### src/rtl/pipe_ctrl_pkg.sv
// Shared constants and scoreboard entry type for the pipeline hazard controller.
package pipe_ctrl_pkg;

  localparam int unsigned IF_S     = 0;
  localparam int unsigned ID_S     = 1;
  localparam int unsigned EX_S     = 2;
  localparam int unsigned FWD_RF   = 0;
  // Widest register address the scoreboard entry can hold; narrower RA_W is zero-extended.
  localparam int unsigned RA_W_MAX = 8;

  typedef struct packed {
    logic                valid;
    logic [RA_W_MAX-1:0] rd;
    logic                is_load;
  } sb_entry_t;

endpackage

### src/rtl/pipe_scoreboard.sv
// Destination scoreboard for stages EX..WB with a youngest-match encoder per source operand.
module pipe_scoreboard
  import pipe_ctrl_pkg::*;
#(
  parameter int unsigned NSTAGE = 5,
  parameter int unsigned RA_W   = 5,
  parameter int unsigned FW_W   = 2
) (
  input  logic                 clk,
  input  logic                 rst_n,
  input  sb_entry_t            ex_entry,
  input  logic [1:0][RA_W-1:0] src,
  output logic [1:0]           hit_c,
  output logic [1:0]           load_hit_c,
  output logic [1:0][FW_W-1:0] code_c
);

  localparam int unsigned NENT   = NSTAGE - 2;
  localparam int unsigned NMATCH = NSTAGE - 3;

  sb_entry_t sb [NENT];

  // Stages at EX and beyond never stall, so the scoreboard shifts every cycle.
  always_ff @(posedge clk or negedge rst_n) begin
    if (!rst_n) begin
      for (int i = 0; i < int'(NENT); i++) sb[i] <= '0;
    end else begin
      sb[0] <= ex_entry;
      for (int i = 1; i < int'(NENT); i++) sb[i] <= sb[i-1];
    end
  end

  // Scan oldest to youngest so the youngest matching producer wins; WB is excluded.
  always_comb begin
    hit_c      = '0;
    load_hit_c = '0;
    code_c     = '0;
    for (int j = 0; j < 2; j++) begin
      for (int e = int'(NMATCH) - 1; e >= 0; e--) begin
        if (sb[e].valid && sb[e].rd == RA_W_MAX'(src[j])) begin
          hit_c[j]      = 1'b1;
          load_hit_c[j] = sb[e].is_load && (e < int'(NMATCH) - 1);
          code_c[j]     = FW_W'(e + int'(EX_S) - 1);
        end
      end
    end
  end

endmodule

### src/rtl/pipe_hazard_ctrl.sv
// Pipeline control: RAW hazard stalls, EX forward selects, branch flushes and perf counters.
module pipe_hazard_ctrl
  import pipe_ctrl_pkg::*;
#(
  parameter int unsigned NSTAGE = 5,
  parameter int unsigned RA_W   = 5,
  parameter bit          FWD_EN = 1'b1,
  parameter int unsigned CNT_W  = 16,
  localparam int unsigned FW_W  = $clog2(NSTAGE - 2)
) (
  input  logic              clk,
  input  logic              rst_n,
  input  logic              id_valid,
  input  logic [RA_W-1:0]   id_rs,
  input  logic [RA_W-1:0]   id_rt,
  input  logic              id_rs_used,
  input  logic              id_rt_used,
  input  logic [RA_W-1:0]   id_rd,
  input  logic              id_regwrite,
  input  logic              id_memrd,
  input  logic              ex_branch_taken,
  output logic              pc_en,
  output logic [NSTAGE-2:0] stage_en,
  output logic [NSTAGE-2:0] stage_flush,
  output logic [FW_W-1:0]   fwd_a,
  output logic [FW_W-1:0]   fwd_b,
  output logic [CNT_W-1:0]  stall_cnt,
  output logic [CNT_W-1:0]  flush_cnt
);

  logic [1:0]           used_c;
  logic [1:0]           hit_c;
  logic [1:0]           load_hit_c;
  logic [1:0][FW_W-1:0] code_c;
  logic                 raw_c;
  logic                 load_use_c;
  logic                 stall_c;
  logic                 advance_c;
  sb_entry_t            ex_entry_c;

  pipe_scoreboard #(
    .NSTAGE (NSTAGE),
    .RA_W   (RA_W),
    .FW_W   (FW_W)
  ) u_sb (
    .clk        (clk),
    .rst_n      (rst_n),
    .ex_entry   (ex_entry_c),
    .src        ({id_rt, id_rs}),
    .hit_c      (hit_c),
    .load_hit_c (load_hit_c),
    .code_c     (code_c)
  );

  // Hazard decision; a taken branch overrides and discards any stall request.
  always_comb begin
    used_c     = {id_rt_used, id_rs_used};
    raw_c      = 1'b0;
    load_use_c = 1'b0;
    for (int j = 0; j < 2; j++) begin
      if (id_valid && used_c[j] && hit_c[j]) begin
        raw_c = 1'b1;
        if (load_hit_c[j]) load_use_c = 1'b1;
      end
    end
    stall_c   = (FWD_EN ? load_use_c : raw_c) && !ex_branch_taken;
    advance_c = !stall_c && !ex_branch_taken;

    ex_entry_c.valid   = advance_c && id_valid && id_regwrite && (id_rd != '0);
    ex_entry_c.rd      = RA_W_MAX'(id_rd);
    ex_entry_c.is_load = id_memrd;
  end

  // Enables and flushes follow the hazard decision in the same cycle; held off in reset.
  always_comb begin
    pc_en       = 1'b0;
    stage_en    = '0;
    stage_flush = '0;
    if (rst_n) begin
      pc_en    = !stall_c;
      stage_en = '1;
      if (stall_c) stage_en[IF_S] = 1'b0;
      if (ex_branch_taken) begin
        stage_flush[IF_S] = 1'b1;
        stage_flush[ID_S] = 1'b1;
      end else if (stall_c) begin
        stage_flush[ID_S] = 1'b1;
      end
    end
  end

  always_ff @(posedge clk or negedge rst_n) begin
    if (!rst_n) begin
      fwd_a <= '0;
      fwd_b <= '0;
    end else if (FWD_EN && advance_c && id_valid) begin
      fwd_a <= (id_rs_used && hit_c[0]) ? code_c[0] : FW_W'(FWD_RF);
      fwd_b <= (id_rt_used && hit_c[1]) ? code_c[1] : FW_W'(FWD_RF);
    end else begin
      fwd_a <= FW_W'(FWD_RF);
      fwd_b <= FW_W'(FWD_RF);
    end
  end

  // Saturating performance counters.
  always_ff @(posedge clk or negedge rst_n) begin
    if (!rst_n) begin
      stall_cnt <= '0;
      flush_cnt <= '0;
    end else begin
      if (stall_c && stall_cnt != '1) stall_cnt <= stall_cnt + CNT_W'(1);
      if (ex_branch_taken && flush_cnt != '1) flush_cnt <= flush_cnt + CNT_W'(1);
    end
  end

endmodule

### config.mk
export PLATFORM = sky130hd
export DESIGN_NAME = pipe_hazard_ctrl
export DESIGN_NICKNAME = d
export VERILOG_FILES = /design/src/rtl/pipe_ctrl_pkg.sv /design/src/rtl/pipe_scoreboard.sv /design/src/rtl/pipe_hazard_ctrl.sv
export SDC_FILE = /design/constraint.sdc
export NUM_CORES = 1
export LEC_CHECK = 0
export ABC_AREA = 1
export CORE_ASPECT_RATIO = 1.2
export CORE_UTILIZATION = 40
export DETAILED_ROUTE_END_ITERATION = 16
export GPL_TIMING_DRIVEN = 0
export PLACE_DENSITY = 0.67
export SLEW_MARGIN = 20
export SYNTH_ARGS = -nofsm -noshare
export SYNTH_HDL_FRONTEND = slang
export SYNTH_SLANG_ARGS = --single-unit
### constraint.sdc
create_clock -name clk -period 1.83 [get_ports clk]
set_clock_uncertainty 0.1 [all_clocks]
set_input_delay 0.366 -clock clk [delete_from_list [all_inputs] [get_ports clk]]
set_output_delay 0.366 -clock clk [all_outputs]
set_load 0.02 [all_outputs]
# --- After elaboration in Yosys (flattened, before gate mapping) ---
# Index checks and enable logic that the tools add are counted.
word_totals:
  ramBits: 0
  romBits: 0
  mem_count: 0
  latch_bits: 0
  reg_bits: 49
op_classes:
  n_lt_le_gt_ge: 0
  n_addsub: 2
  multipliers: 0
  n_eq_ne: 6
  n_reduce_logical: 20
  n_shift: 0
  n_div: 0
  n_mux: 25
  bitwise_logic: 0
ops:
  columns: ["op", "n"]
  rows:
  - ["16-bit by 1-bit adder with 16-bit output, second input constant", 2]
  - ["16-bit != test, second input constant", 2]
  - ["5-bit == test", 4]
  - ["2-bit 2-to-1 mux", 9]
  - ["1-bit logical AND", 17]
  - ["1-bit 2-to-1 mux", 15]
  - ["5-bit nonzero test", 1]
  - ["4-bit 2-to-1 mux", 1]
  - ["1-bit logical NOT", 2]

# --- Depth between registers and ports, before layout ---
logic_depth:
  word_depth: 14
  ltp_mapped: 12
  ltp_nobuf: 11

# --- Hierarchy ---
# From an unflattened synthesis, not the netlist that was laid out.
unflattened:
  cells_unflattened: 449
  hier_area_um2: 3151.8
by_module_without_submodules:
  columns: ["mod", "instances", "area_per_inst_um2", "cells_per_inst", "seq_area_each_um2"]
  rows:
  - ["pipe_hazard_ctrl", 1, 2225.9, 321, 900.9]
  - ["pipe_scoreboard", 1, 925.9, 128, 475.5]

# --- Worst setup path before layout ---
# OpenSTA, ideal clock, no wires.
synth_path:
  kind: "register to output"
  start: "register u_sb.sb[25] (netlist name)"
  end: "output stage_en[0]"
  path_buffers: 1
  t_required_ns: 1.364
  t_arrival_ns: 1.373
  path_slack_ns: -0.009
  path_stages_with_launch: 12
  cell_sequence: "dfrtp_1 > inv_1 > nand2_1 > nand2_1 > nand2_1 > nor2_1 > nand4_1 > nand2_2 > nand2_1 > nand2_1 > inv_1 > buf_4"
synth_between:
  elab_chain_cells: 10
synth_rtl:
  columns: ["element", "line_no", "source"]
  rows:
  - ["start, declared", "pipe_scoreboard.sv:21", "sb_entry_t sb [NENT];"]
  - ["5-bit == test", "pipe_scoreboard.sv:40", "if (sb[e].valid && sb[e].rd == RA_W_MAX'(src[j])) begin"]
  - ["1-bit logical AND", "pipe_scoreboard.sv:40", null]
  - ["1-bit 2-to-1 mux", "pipe_scoreboard.sv:40", null]
  - ["1-bit 2-to-1 mux / 1-bit logical AND (equally long branches)", "pipe_hazard_ctrl.sv:63, pipe_hazard_ctrl.sv:61", null]
  - ["1-bit 2-to-1 mux", "pipe_hazard_ctrl.sv:61", "if (id_valid && used_c[j] && hit_c[j]) begin"]
  - ["1-bit 2-to-1 mux", "pipe_hazard_ctrl.sv:63", "if (load_hit_c[j]) load_use_c = 1'b1;"]
  - ["1-bit 2-to-1 mux *", "pipe_hazard_ctrl.sv:61", null]
  - ["1-bit logical AND *", "pipe_hazard_ctrl.sv:66", "stall_c = (FWD_EN ? load_use_c : raw_c) && !ex_branch_taken;"]
  - ["1-bit 2-to-1 mux *", "pipe_hazard_ctrl.sv:82", "if (stall_c) stage_en[IF_S] = 1'b0;"]
  - ["4-bit 2-to-1 mux *", "pipe_hazard_ctrl.sv:79", "if (rst_n) begin"]
  - ["end, declared", "pipe_hazard_ctrl.sv:23", "output logic [NSTAGE-2:0] stage_en,"]
# Every way passes the cells marked *; elsewhere a longest branch is shown, timed or not.

# --- Worst setup path after layout ---
layout_path:
  start: "register u_sb.sb[25] (netlist name)"
  end: "output stage_flush[1]"
layout_between:
  elab_chain_cells: 11
layout_rtl:
  columns: ["element", "line_no", "source"]
  rows:
  - ["5-bit == test", "pipe_scoreboard.sv:40", null]
  - ["1-bit logical AND", "pipe_scoreboard.sv:40", null]
  - ["1-bit 2-to-1 mux", "pipe_scoreboard.sv:40", null]
  - ["1-bit 2-to-1 mux / 1-bit logical AND (equally long branches)", "pipe_hazard_ctrl.sv:63, pipe_hazard_ctrl.sv:61", null]
  - ["1-bit 2-to-1 mux", "pipe_hazard_ctrl.sv:61", null]
  - ["1-bit 2-to-1 mux", "pipe_hazard_ctrl.sv:63", null]
  - ["1-bit 2-to-1 mux *", "pipe_hazard_ctrl.sv:61", null]
  - ["1-bit logical AND *", "pipe_hazard_ctrl.sv:66", null]
  - ["1-bit 2-to-1 mux *", "pipe_hazard_ctrl.sv:86", "end else if (stall_c) begin"]
  - ["1-bit 2-to-1 mux *", "pipe_hazard_ctrl.sv:83", "if (ex_branch_taken) begin"]
  - ["2-bit 2-to-1 mux *", "pipe_hazard_ctrl.sv:79", null]
  - ["end, declared", "pipe_hazard_ctrl.sv:24", "output logic [NSTAGE-2:0] stage_flush,"]
# Marks and branches as above.

==> summary.md <==
| Metric | Value |
|---|---|
| WP data required | ~1400 ps |
| Routed vias/inst | 5.03 |
| P per Cell Area | just under 700 nW/um2 |
| Nature of the critical path startpoint | flop |
| CTS tree | built |
| Layout cells sized above 1 | between 20% and 30% |
| Worst VDD drop | around 0.71 mV |
| Worst skew pair latency | around 300 ps |
| Final hold vios | 0 |
| First-pass GRT wire length | approximately 13 mm |
| Starting Density | around 41% |
| Htree depth | 2 |
| Post-route cell area | approximately 4200 um2 |
| DP Worst Slack | -1100 ps |
| Failing checks | negative setup slack |
| Reg-to-reg critical path startpoint | u_sb.sb[21] |
| Comb pwr share | about 25% |
| # IOs | 68 |
| Synthesis-stage register bit count | a little under 50 |
| Unrepaired setup endpoints after global routing | true |
| Drt drc | 0 |
| Number of distinct library cells after synthesis | 27 |
| Final period util | 127% |
| Clock root cell | clkbuf_8 |
| Row cnt | 33 |
| Min Tclk post-route | about 2300 ps |
| Commonest non-fill, non-tap cell in the layout | nand2_1 |
| Ys Warns | 0 |
| Sw frac | between 20% and 30% |
| Full die area | around 7400 um2 |
| Nets | roughly 500 |
| P&R area growth vs syn | 49.4% |
| Die Span X | between 70 and 80 um |
| R2R setup slack | -30 ps |
| Seq/Total Area, Yosys | 43.6% |
| Sequential power share | 44.0% |
| DR vias | between 2,000 and 3,000 |
| Data arrival time of the critical path | about 1900 ps |
| Fin. max-slew vios | 0 |
| CTS Buffer Depth | 2 |
| Reg clk slew, reported paths | 90 ps |
| Predominant post-synthesis flop cell | dfrtp_1 |
| EDFF count, synth | 0 |
| Status | complete, but fails checks |
| GR Util All Layers | between 20 and 25% |
| Initial antenna violation count | 0 |
| F_max | roughly 430 MHz |
| Post-route ant nets | 0 |
| Clock sinks | 49 |
| Syn Inst Count | 370 |
| Setup_tns | -1480 ps |
| Commonest non-fill, non-tap cells in the layout | 89 x nand2_1, 46 x dfrtp_1, 36 x inv_1 |
| Setup ws final | -493 ps |
| Hold slack | roughly 44 ps |
| Final HPWL DP | between 5 and 6 mm |
| Lkg Pwr | ~0.0023 uW |
| Placer's final routability congestion estimate | about 0.90 |
| Largest net degree at the start of global routing | 28 |
| Core Box Area | about 7000 um2 |
| Hold crit path type | input pin to async pin |
| Clock power share | a little under a third |
| Setup violators final | 9 |
| Iteration-0 DRC Markers | 163 |
| Setup CP Type | flop to output pin |
| Max-Cap Viols | 0 |
| Int Power | ~2100 uW |
| Port Buffers | 65 |
| Wire length per cell | around 15 um |
| Congestion Overflow GR | 0 |
| Die Y | 93.8 um |
| Average size of a mapped cell | 7.60 um2 |
| Number of global-route vias before repair | around 2,700 |
| Switch Pwr | 860 uW |
| Routed WL | roughly 8.2 mm |
| Cell area after synthesis | roughly 2800 um2 |
| CP Capture Type | output pin |
| TritonRoute pass-1 iters | 6 |
| Ys async rst share | 100% |
| CP max FO | 3 |
| Ant. Diodes | 0 |
| Worst R2R End | stall_cnt[0] |
| Power Total | around 3000 uW |
| Area after DPL | 3570 um2 |
| Total CTS buffers | 5 |
| R2R depth | 12 |
[worst max-delay path, cell delays in order, from the launching register on]
cell and delay [ps]:
dfrtp_1 430, buf_4 160, nand2_1 80, nand2_2 70
nor2_2 130, nand4_1 170, nand2_4 140, buf_4 120
o21ai_0 70, inv_1 70, buf_6 110
[area by class of cell]
class,count,area (um2)
plain buffers,12,100
clock buffers,5,68.8
clock inverters,3,65.1
fillers,628,2610
inverters,45,169
multi-input cells,265,1500
flip-flops and latches,49,1230
well taps,87,109
repair buffers,94,957
[state kept, by name, indices dropped and copies added, names as in the netlist]
name       flops
flush_cnt     16
stall_cnt     16
u_sb.sb       13
fwd_a          2
fwd_b          2
[cells by family after synthesis]
| group | synth area share (%) |
|---|---|
| xor gates and xnor gates | 8.72 |
| AOI/OAI and AO/OA | 3.92 |
| DFF | 43.6 |
| and+or+nand+nor | 33.6 |
| other | 0.133 |
| buffers and inverters | 9.12 |
| adders and majority gates | 0.890 |
[routing by layer]
| layer | up-vias | part of all wire [%] | GRT usage [%] |
|---|---|---|---|
| met5 | - | 0 | 0 |
| met4 | 0 | 2.0 | 6.79 |
| met3 | 16 | 3.7 | 2.82 |
| met2 | 98 | 50 | 38.9 |
| met1 | 1324 | 44 | 29.1 |
| li1 | 1377 | - | - |
[what timing repair did]
| item | 4_1_cts | 5_1_grt |
|---|---|---|
| resized for setup | 77 | 68 |
| endpoints found under the setup margin | 44 | 48 |
| gates cloned | 1 | 1 |
| buffers inserted | 36 | 13 |
| hold buffers | 2 | 0 |
| endpoints found under the hold margin | 49 | 0 |
| pin swaps | 18 | 22 |
[through the flow]
step                instances  utilization, %
floorplan                 371               -
global placement          523            52.5
detailed placement        523            52.5
CTS                       567            59.8
global route              560            61.6
finish                    560            61.6
[cell usage after synthesis, types with 2 or more instances]
cell type,n,share of area [%]
inv_1,45,6.0
nor3_1,6,1.1
o22ai_1,4,0.89
xnor2_1,11,3.4
nand4_1,23,5.1
buf_2,4,0.71
or2_2,2,0.44
xor2_1,17,5.3
o21ai_0,9,1.6
nand3_1,19,3.4
buf_4,7,1.9
a21oi_1,3,0.53
ha_1,2,0.89
nor2_1,41,5.5
nand2_1,117,16
dfrtp_1,49,44
[worst max-delay path by stage]
stage	startpoint	endpoint	slack (ps)	depth (start not counted)
floorplan	u_sb.sb[23]	stage_en[0]	3	11
global placement	rst_n	stage_flush[1]	-2270	4
detailed placement	id_rt[0]	stage_en[0]	-1100	12
CTS	u_sb.sb[25]	stage_en[0]	-440	12
global route	u_sb.sb[24]	stage_en[0]	-580	11
finish	u_sb.sb[25]	stage_flush[1]	-490	10
[power groups by stage]
stage	combinational [uW]	clock, uW	sequential (uW)
2_1_floorplan	230	0	1390
3_3_place_gp	624	0	1310
3_5_place_dp	631	0	1310
4_1_cts	679	935	1290
5_1_grt	789	976	1300
6_report	728	910	1290
(Power assumes the default switching activity.)
